## config.mk

```make
export PLATFORM = sky130hd
export DESIGN_NAME = operand_bypass
export DESIGN_NICKNAME = d
export VERILOG_FILES = /design/src/rtl/bypass_pkg.sv /design/src/rtl/bypass_match.sv /design/src/rtl/operand_bypass.sv
export SDC_FILE = /design/constraint.sdc
export NUM_CORES = 1
export LEC_CHECK = 0
export ABC_AREA = 0
export CORE_MARGIN = 2
export CORE_UTILIZATION = 35
export DETAILED_ROUTE_END_ITERATION = 8
export GPL_ROUTABILITY_DRIVEN = 0
export HOLD_SLACK_MARGIN = 0.06
export MAX_ROUTING_LAYER = met4
export PLACE_DENSITY_LB_ADDON = 0.3
export SYNTH_ARGS = -nofsm -noshare
export SYNTH_HDL_FRONTEND = slang
export SYNTH_SLANG_ARGS = --single-unit
```

## constraint.sdc

```tcl
create_clock -name clk -period 7.2 [get_ports clk]
set_input_delay 1.44 -clock clk [delete_from_list [all_inputs] [get_ports clk]]
set_output_delay 1.44 -clock clk [all_outputs]
set_load 0.02 [all_outputs]
```

## src/rtl/bypass_pkg.sv

```systemverilog
// Shared types and constants for the operand forwarding unit.
// Default REG_AW and the scoreboard entry layout.
package bypass_pkg;

  localparam int REG_AW_DEFAULT = 5;
  localparam int SEL_RF         = 0;

  // Per-stage control flags; the destination register is kept in a separate
  // array because its width is a per-instance parameter.
  typedef struct packed {
    logic valid;
    logic we;
    logic is_load;
  } sb_entry_t;

endpackage

```

## src/rtl/bypass_match.sv

```systemverilog
// Priority match of one source operand against the in-flight scoreboard.
// The youngest (lowest index) matching stage wins; an immature load reports a stall.
module bypass_match
  import bypass_pkg::*;
#(
  parameter int WIDTH      = 32,
  parameter int STAGES     = 3,
  parameter int REG_AW     = REG_AW_DEFAULT,
  parameter int LOAD_STAGE = 1,
  parameter int SEL_W      = $clog2(STAGES + 1)
) (
  input  logic [STAGES-1:0]        ent_valid,
  input  logic [STAGES-1:0]        ent_we,
  input  logic [STAGES-1:0]        ent_load,
  input  logic [STAGES*REG_AW-1:0] ent_dest,
  input  logic [REG_AW-1:0]        addr,
  input  logic [WIDTH-1:0]         rf_data,
  input  logic [STAGES*WIDTH-1:0]  stage_data,
  output logic [SEL_W-1:0]         sel,
  output logic                     load_stall,
  output logic [WIDTH-1:0]         data
);

  logic [SEL_W-1:0] hit_sel_s;
  logic             hit_load_s;
  logic [WIDTH-1:0] hit_data_s;

  // Walk oldest to youngest so a younger match overrides an older one.
  always_comb begin
    hit_sel_s  = SEL_W'(SEL_RF);
    hit_load_s = 1'b0;
    hit_data_s = rf_data;
    for (int k = STAGES - 1; k >= 0; k--) begin
      if (ent_valid[k] && ent_we[k] && (addr != '0) &&
          (ent_dest[k*REG_AW +: REG_AW] == addr)) begin
        hit_sel_s  = SEL_W'(k + 1);
        hit_load_s = ent_load[k] && (k < LOAD_STAGE);
        hit_data_s = stage_data[k*WIDTH +: WIDTH];
      end else begin
        hit_sel_s  = hit_sel_s;
        hit_load_s = hit_load_s;
        hit_data_s = hit_data_s;
      end
    end
  end

  // A stalled operand falls back to the RF path; its value is not consumed.
  always_comb begin
    if (hit_load_s) begin
      sel        = SEL_W'(SEL_RF);
      load_stall = 1'b1;
      data       = rf_data;
    end else begin
      sel        = hit_sel_s;
      load_stall = 1'b0;
      data       = hit_data_s;
    end
  end

endmodule

```

## src/rtl/operand_bypass.sv

```systemverilog
// Operand forwarding unit between ID and EX: scoreboard, issue qualification, stall.
// Optional statistics counters are enabled with `define BYPASS_STATS_EN.
module operand_bypass
  import bypass_pkg::*;
#(
  parameter int WIDTH      = 32,
  parameter int STAGES     = 3,
  parameter int REG_AW     = REG_AW_DEFAULT,
  parameter int LOAD_STAGE = 1
) (
  input  logic                          clk,
  input  logic                          rst_n,
  input  logic                          hold,
  input  logic                          flush,
  input  logic                          issue_valid,
  input  logic                          issue_we,
  input  logic                          issue_is_load,
  input  logic [REG_AW-1:0]             issue_dest,
  input  logic [REG_AW-1:0]             rs_addr,
  input  logic [REG_AW-1:0]             rt_addr,
  input  logic [WIDTH-1:0]              rs_rf_data,
  input  logic [WIDTH-1:0]              rt_rf_data,
  input  logic [STAGES*WIDTH-1:0]       stage_data,
  output logic [WIDTH-1:0]              rs_out,
  output logic [WIDTH-1:0]              rt_out,
  output logic [$clog2(STAGES+1)-1:0]   rs_sel,
  output logic [$clog2(STAGES+1)-1:0]   rt_sel,
`ifdef BYPASS_STATS_EN
  output logic [31:0]                   fwd_count,
  output logic [31:0]                   stall_count,
`endif
  output logic                          stall
);

  localparam int SEL_W = $clog2(STAGES + 1);

  sb_entry_t [STAGES-1:0]             ent_q, ent_d;
  logic      [STAGES-1:0][REG_AW-1:0] dest_q, dest_d;
  logic      [STAGES-1:0]             ent_valid_s, ent_we_s, ent_load_s;
  logic      [STAGES*REG_AW-1:0]      dest_flat_s;
  logic                               rs_stall_s, rt_stall_s, stall_s;

  // Unpack the scoreboard into flat vectors for the match units.
  always_comb begin
    for (int k = 0; k < STAGES; k++) begin
      ent_valid_s[k] = ent_q[k].valid;
      ent_we_s[k]    = ent_q[k].we;
      ent_load_s[k]  = ent_q[k].is_load;
    end
    dest_flat_s = dest_q;
  end

  bypass_match #(
    .WIDTH(WIDTH), .STAGES(STAGES), .REG_AW(REG_AW), .LOAD_STAGE(LOAD_STAGE), .SEL_W(SEL_W)
  ) u_match_rs (
    .ent_valid(ent_valid_s), .ent_we(ent_we_s), .ent_load(ent_load_s), .ent_dest(dest_flat_s),
    .addr(rs_addr), .rf_data(rs_rf_data), .stage_data(stage_data),
    .sel(rs_sel), .load_stall(rs_stall_s), .data(rs_out)
  );

  bypass_match #(
    .WIDTH(WIDTH), .STAGES(STAGES), .REG_AW(REG_AW), .LOAD_STAGE(LOAD_STAGE), .SEL_W(SEL_W)
  ) u_match_rt (
    .ent_valid(ent_valid_s), .ent_we(ent_we_s), .ent_load(ent_load_s), .ent_dest(dest_flat_s),
    .addr(rt_addr), .rf_data(rt_rf_data), .stage_data(stage_data),
    .sel(rt_sel), .load_stall(rt_stall_s), .data(rt_out)
  );

  // A flushed instruction never stalls; it simply becomes a bubble.
  assign stall_s = (rs_stall_s | rt_stall_s) & issue_valid & ~flush;
  assign stall   = stall_s;

  // Shift the scoreboard one stage unless frozen by hold.
  always_comb begin
    ent_d  = ent_q;
    dest_d = dest_q;
    if (!hold) begin
      ent_d[0].valid   = issue_valid & ~stall_s & ~flush;
      ent_d[0].we      = issue_we;
      ent_d[0].is_load = issue_is_load;
      dest_d[0]        = issue_dest;
      for (int k = 1; k < STAGES; k++) begin
        ent_d[k]  = ent_q[k-1];
        dest_d[k] = dest_q[k-1];
      end
    end else begin
      ent_d  = ent_q;
      dest_d = dest_q;
    end
  end

  // Scoreboard state register.
  always_ff @(posedge clk or negedge rst_n) begin
    if (!rst_n) begin
      ent_q  <= '0;
      dest_q <= '0;
    end else begin
      ent_q  <= ent_d;
      dest_q <= dest_d;
    end
  end

`ifdef BYPASS_STATS_EN
  logic [31:0] fwd_count_q, fwd_count_d;
  logic [31:0] stall_count_q, stall_count_d;
  logic        fwd_evt_s, stall_evt_s;

  assign fwd_evt_s   = ~hold & issue_valid & ~stall_s & ((rs_sel != '0) | (rt_sel != '0));
  assign stall_evt_s = ~hold & stall_s;

  // Saturating event counters.
  always_comb begin
    if (fwd_evt_s && (fwd_count_q != 32'hFFFF_FFFF)) begin
      fwd_count_d = fwd_count_q + 32'd1;
    end else begin
      fwd_count_d = fwd_count_q;
    end
    if (stall_evt_s && (stall_count_q != 32'hFFFF_FFFF)) begin
      stall_count_d = stall_count_q + 32'd1;
    end else begin
      stall_count_d = stall_count_q;
    end
  end

  // Counter state register.
  always_ff @(posedge clk or negedge rst_n) begin
    if (!rst_n) begin
      fwd_count_q   <= 32'd0;
      stall_count_q <= 32'd0;
    end else begin
      fwd_count_q   <= fwd_count_d;
      stall_count_q <= stall_count_d;
    end
  end

  assign fwd_count   = fwd_count_q;
  assign stall_count = stall_count_q;
`endif

endmodule
```

==> impl_metrics.tcl, run 1 <==
set metrics [dict create \
    cpPeakStageDelay_ns 0.74 \
    first_iter_violations 895 \
    grt_pass1_vias 5861 \
    slew_viol_final 0 \
    clock-sinks 22 \
    synth_nets 770 \
    p_sw_share_pct 39.6 \
    synth_cells 588 \
    crit_arrival_ns 4.87 \
    worstPathMaxFanout 36 \
    crit_required_ns 5.76 \
    start_util_pct 35.8 \
    final_cells 928 \
    peakVddDrop_uv 168 \
    pwr-share-clk_pct 15.9 \
    pwr-share-comb_pct 60.9 \
    power_switching_uw 278 \
    drt-total-wl_um 20200 \
    ctsResizeCount 0 \
    cts.path.max_buffers 2 \
    die_area_sq_um 13200 \
    crit_path_start_kind "primary input" \
    synth.mux.area_fraction_pct 12.7 \
    setup_viol 0 \
    crit_type "in2out" \
    rows 40 \
    crit_top_cell "clkdlybuf4s50_1" \
    grt_pass1_wl_um 30900 \
    fmax_mhz 159 \
    dr.pass1.iters 6 \
    clkTransAtPathRegs_ns 0.05 \
    finalPower_uw 702 \
    place_inst 925 \
    worstSetupEndpointType "output pin" \
    die_height_um 115 \
    max_cap_violations 0 \
    core-area_sq_um 12000 \
    grt_overflow 0 \
    yosys.area_share.simple_pct 26.4 \
    clock_latency_ns 0.25 \
    yosysSeqAreaShare_pct 12.8 \
    met2_usage_pct 48.3 \
    holdPathEnd "ent_q[2]" \
    cts_root_buf "clkbuf_16" \
    stdcell_area_sq_um 6850 \
    worst_hold_path_type "reg2reg" \
    post-route-period-util_pct 87.6 \
    min_from "ent_q[2]" \
    grtUsageMet3_pct 4.32 \
    io_buffers 250 \
    clock-skew-final_ns 0.000768 \
    drive_above_1_share_pct 6.79 \
    worstMarginPinSlew_ns 1.33 \
    grt_antenna_before_repair 0 \
    worst_path_max_delay_cell "and4_2" \
    h-tree-depth 1 \
    period_needed_ns 6.31 \
    path_buf_inv 5 \
    synthFlopType "dfrtp_1" \
    die_w_um 115 \
    grt_max_degree 68 \
    grt_usage_pct 29.4 \
    dp_hpwl_um 14300 \
    r2r_cells 6 \
    cpLargestDelayFamily "buffers and inverters" \
    synth_fa_ha_area_share_pct 0 \
    worst_hold_slack_ns 0.528 \
    cts_setup_buffers 0 \
    drtAntennaViolNets 0 \
    synth_top_family_by_area "compound AO/OA/AOI/OAI gates" \
    top_level_ports 251 \
    r2r_slack_ns 4.94 \
    synth.distinct_cells 41 \
    async_flop_share_pct 100 \
    cts_hold_buffers 0 \
    fin_nets 965 \
    cellLeakagePower_uw 0.00271 \
    synth-compound-area-share_pct 29.6 \
    r2r-start "dest_flat_s[0]" \
    synth_xor_xnor_area_share_pct 5.50 \
    syn-cell-area_sq_um 4300 \
    path_depth 9 \
    dr_total_vias 6030 \
    use_met1_pct 36.8 \
    synth-seq-cells 22 \
    fin_setup_tns_ns 0 \
    rsz0062_at_grt "false" \
    ys.warnings.count 0 \
    postPlaceCellArea_sq_um 6780 \
    num_antenna_cells 0 \
    cts_buffers 3 \
    seqPwrFrac_pct 23.2 \
    synth_edf_count 0 \
    area_delta_synth_final_pct 59.5 \
    hold_viol 0 \
    rr_endpoint "ent_q[2]" \
    synth_area_per_cell_sq_um 7.31 \
    drc_errors 0 \
    nFillCells 1108 \
    vias_per_cell 6.50 \
    tritoncts "built" \
    relSlewSlack_pct 11.6 \
    routedWlPerCell_um 21.7 \
    internal-power_uw 424 \
    top_usage_layer "met2" \
    status "finished clean" \
    holdPathStages 2 \
    cp_cell_sequence "clkdlybuf4s50_1 -> inv_2 -> a2111oi_4 -> buf_4 -> and4_2 -> buf_12 -> a31oi_1 -> o221ai_1 -> clkdlybuf4s50_1" \
    power.density_nw_per_um2 102 \
]
cell usage after synthesis (2+ instances only):
| master | instances | area, sq um |
|---|---|---|
| a21oi_1 | 16 | 80.1 |
| dfrtp_1 | 22 | 551 |
| xor2_1 | 20 | 175 |
| a41oi_1 | 32 | 280 |
| a31oi_1 | 14 | 87.6 |
| nand2_1 | 37 | 139 |
| mux2_2 | 20 | 225 |
| a32oi_1 | 32 | 280 |
| a221o_1 | 32 | 320 |
| inv_1 | 51 | 191 |
| nor2b_1 | 2 | 12.5 |
| o21ai_0 | 2 | 10.0 |
| clkbuf_1 | 54 | 203 |
| nor3_1 | 3 | 15.0 |
| o221ai_1 | 14 | 123 |
| nand3_1 | 24 | 120 |
| and3_1 | 4 | 25.0 |
| buf_6 | 7 | 78.8 |
| xnor2_1 | 7 | 61.3 |
| buf_2 | 14 | 70.1 |
| mux2i_1 | 32 | 320 |
| inv_2 | 2 | 7.51 |
| nor2_1 | 38 | 143 |
| nand4_1 | 90 | 563 |
| and3_4 | 2 | 22.5 |
| and2_1 | 2 | 12.5 |
power by group through the flow:
stage          clock network (uW)  registers, uW  logic (uW)
3_5_place_dp                    0            165         421
6_report                      111            163         428
5_1_grt                       120            165         454
2_1_floorplan                   0            158         211
4_1_cts                       115            163         424
3_3_place_gp                    0            164         413
how the worst max path moves through the flow:
stage               start    endpoint  slack (ns)
2_1_floorplan  rs_addr[4]       stall        2.73
3_3_place_gp   rt_addr[0]  rt_out[24]        1.02
3_5_place_dp   rt_addr[3]  rt_out[24]        0.95
4_1_cts        rt_addr[3]  rt_out[24]        0.93
5_1_grt        rs_addr[0]  rs_out[10]        0.75
6_report       rt_addr[3]  rt_out[24]        0.89
cells by family (layout without fill, tap and decap cells):
family          after synthesis  after routing
xor+xnor                     27             27
buf+inv                     129            322
simple gates                209            209
mux                          52             52
flops                        22             22
compound gates              149            149
worst register-to-register path, cell delays in order (launching register included):
cell	delay, ns
dfrtp_1	0.43
a222oi_1	0.47
buf_4	0.43
nand4_1	0.18
buf_4	0.27
a21oi_1	0.23
o41ai_1	0.09
stage by stage:
| stage | setup slack [ns] | util (%) |
|---|---|---|
| after detailed placement | 0.948 | 56.4 |
| after CTS | 0.935 | 57.1 |
| after floorplan | 2.73 | - |
| after global routing | 0.747 | 57.1 |
| after global placement | 1.02 | 56.4 |
| final | 0.891 | 57.1 |
state kept, by name, indices dropped and copies added, names as in the netlist:
signal / count
ent_load_s: 1
dest_flat_s: 15
ent_q: 6
area by class of cell:
cell class	instances	area (sq um)	share of cell area, %
clock buffers	3	75.1	1.10
inverters	53	199	2.90
multi-input cells	437	3210	46.8
flip-flops and latches	22	551	8.03
well taps	147	184	2.68
repair buffers	266	2640	38.4
per-layer routing:
layer	routed length [um]	up-vias	part of all wire, %
met2	9670	378	48
met5	0	-	0
li1	-	2713	-
met3	1670	68	8.3
met4	707	0	3.5
met1	8120	2871	40
placed cells by master (no fill, tap or decap), types with 2 or more instances in the layout:
| cell type | n |
|---|---|
| a32oi_1 | 32 |
| clkbuf_16 | 3 |
| nand3_1 | 24 |
| xor2_1 | 20 |
| inv_1 | 51 |
| xnor2_1 | 7 |
| dfrtp_1 | 22 |
| mux2i_1 | 32 |
| nor2b_1 | 2 |
| buf_4 | 15 |
| nor3_1 | 3 |
| and3_1 | 4 |
| nand4_1 | 90 |
| a21oi_1 | 16 |
| and3_4 | 2 |
| nand2_1 | 37 |
| a41oi_1 | 32 |
| clkdlybuf4s50_1 | 250 |
| o21ai_0 | 2 |
| a221o_1 | 32 |
| inv_2 | 2 |
| a31oi_1 | 14 |
| nor2_1 | 37 |
| mux2_2 | 20 |
| o221ai_1 | 14 |
Power figures use the tool's default switching activity.
==> run 2: changes to the inputs <==
- CTS_CLUSTER_DIAMETER: default -> 150
- SETUP_SLACK_MARGIN: default -> 0.4
==> results of run 2 <==
Same layout as run 1: the final DEF is identical, and so are final timing and power.
==> variant: new RTL, config.mk and constraints of run 1 <==
`STAGES` is set to 3 in 2 places; all go to 2.
--- a/src/rtl/bypass_match.sv
+++ b/src/rtl/bypass_match.sv
@@ -5,5 +5,5 @@
 #(
   parameter int WIDTH      = 32,
-  parameter int STAGES     = 3,
+  parameter int STAGES     = 2,
   parameter int REG_AW     = REG_AW_DEFAULT,
   parameter int LOAD_STAGE = 1,
--- a/src/rtl/operand_bypass.sv
+++ b/src/rtl/operand_bypass.sv
@@ -5,5 +5,5 @@
 #(
   parameter int WIDTH      = 32,
-  parameter int STAGES     = 3,
+  parameter int STAGES     = 2,
   parameter int REG_AW     = REG_AW_DEFAULT,
   parameter int LOAD_STAGE = 1
Interface: changed (resized stage_data); port bits go from 251 to 219. No check against the original RTL was run, so the function may have changed too.
==> variant against run 1 <==
Setup slack better by 130 ps; sequential cell count down 7; area after synthesis down 51%; via count down 50%; routed wire length down 47%; cell area down 36%; clock skew about the same; final cell count down 45%; critical path depth down 1; critical path type unchanged; power down 42%.
==> variant: results (changes against run 1) <==
- Routed WL: 10620 um (-47%)
- Leakage power: 1.809 nW (-33%)
- Final nets: 587 (-39%)
- DR pass1 iterations: 5 (-1)
- GR Util met3: 5.275% (+0.95 points)
- DR iter-0 viols: 205 (-77%)
- Vias in the first global route: 2798 (-52%)
- Rel. slew slack: 28.63% (+17 points)
- Layout Skew: 1.174 ps (+0.4064 ps)
- CP Max Fanout: 32 (-11%)
- Hold Path Sink: ent_q[5]
- Peak supply drop: 0.1577 mV (-6.3%)
- GRT Util Overall: 29.58% (+0.13 points)
- Outcome: complete, no violations
- GRT met2 Usage: 52.46% (+4.2 points)
- Ratio of cells with drive above 1 in the final layout: 8.945% (+2.2 points)
- R2R depth: 5 (-1)
- Net switching power: 0.1231 mW (-56%)
- HP Start: ent_q[5]
- Syn_nets: 383 (-50%)
- Critical path destination: rt_out[5]
- Max reg flops: 10 (-5)
- Clock Tree Root: clkbuf_8
- Largest net degree at the start of global routing: 35 (-49%)
- Worst skew pair latency: 230 ps (-20 ps)
- Yosys cell types: 28 (-32%)
- GRT met1 Usage: 34.22% (-2.6 points)
- Worst reg2reg setup slack: 5700 ps (+760 ps)
- Vias/cell: 5.857 (-9.9%)
- Post-cts resize count: 0 (unchanged)
- Top cells by area, synth: a221o_1 (30%), dfrtp_1 (18%), and3_1 (15%)
- CP startpoint: rt_addr[0]
- Slowest cell on crit path: a21oi_4
- First-pass GRT wire length: 14830 um (-52%)
- Reg2reg start: dest_flat_s[4]
- Commonest cells post-synth: a221o_1 (64), and3_1 (49), xnor2_1 (18)
- Worst path arrival time: 4740 ps (-130 ps)
- Port Buf Inserts: 218 (-13%)
- DPL Wire Length: 8588 um (-40%)
- Register area share after synthesis: 17.76% (+4.9 points)
- Hold path depth: 1 (-1)
- CP peak stage delay: 750 ps
-- variant: cell types whose count changed in the layout (fill, tap and decap cells not counted), moves of 33 or more --
cell | run 1 | this run
nand4_1 | 90 | 2
nor2_1 | 37 | 2
inv_1 | 51 | 0
and3_1 | 4 | 49
nand2_1 | 37 | 4
-- variant: power groups by stage --
stage	Combinational [mW]	Sequential (mW)	Clock, mW
2_1_floorplan	0.0916	0.104	0
5_1_grt	0.247	0.108	0.0686
4_1_cts	0.235	0.106	0.0644
3_5_place_dp	0.234	0.108	0
3_3_place_gp	0.231	0.107	0
6_report	0.235	0.106	0.0633
-- variant: cells by family (layout without fill, tap and decap cells) --
logic type | Yosys count | in the layout | synth area share, %
compound gates | 68 | 68 | 32.33
xor+xnor | 20 | 20 | 8.289
buf+inv | 26 | 229 | 6.808
simple gates | 90 | 90 | 27.35
mux | 14 | 14 | 7.460
flops | 15 | 15 | 17.76
-- variant: routing by layer --
layer | vias up | part of all wire, %
met5 | - | 0
met4 | 0 | 3.0
met3 | 30 | 9.0
met2 | 164 | 50
met1 | 1418 | 38
li1 | 1381 | -
-- variant: area by class of cell --
| cell class | count | area (um^2) |
|---|---|---|
| Multi-Input combinational cell | 192 | 1627 |
| Sequential cell | 15 | 375.4 |
| Tap cell | 75 | 93.84 |
| Clock buffer | 4 | 45.04 |
| Timing Repair Buffer | 225 | 2235 |
| Fill cell | 469 | 1510 |
-- variant: stage by stage --
step	instances	setup WS (ps)	hold WS, ps	instance area [um^2]
after floorplan	233	2755	479.3	2113
after global placement	507	1059	488.6	4330
after detailed placement	507	1042	492.9	4330
after CTS	511	1026	506.2	4375
after global routing	511	834.1	533.9	4375
final	511	1025	511.0	4375
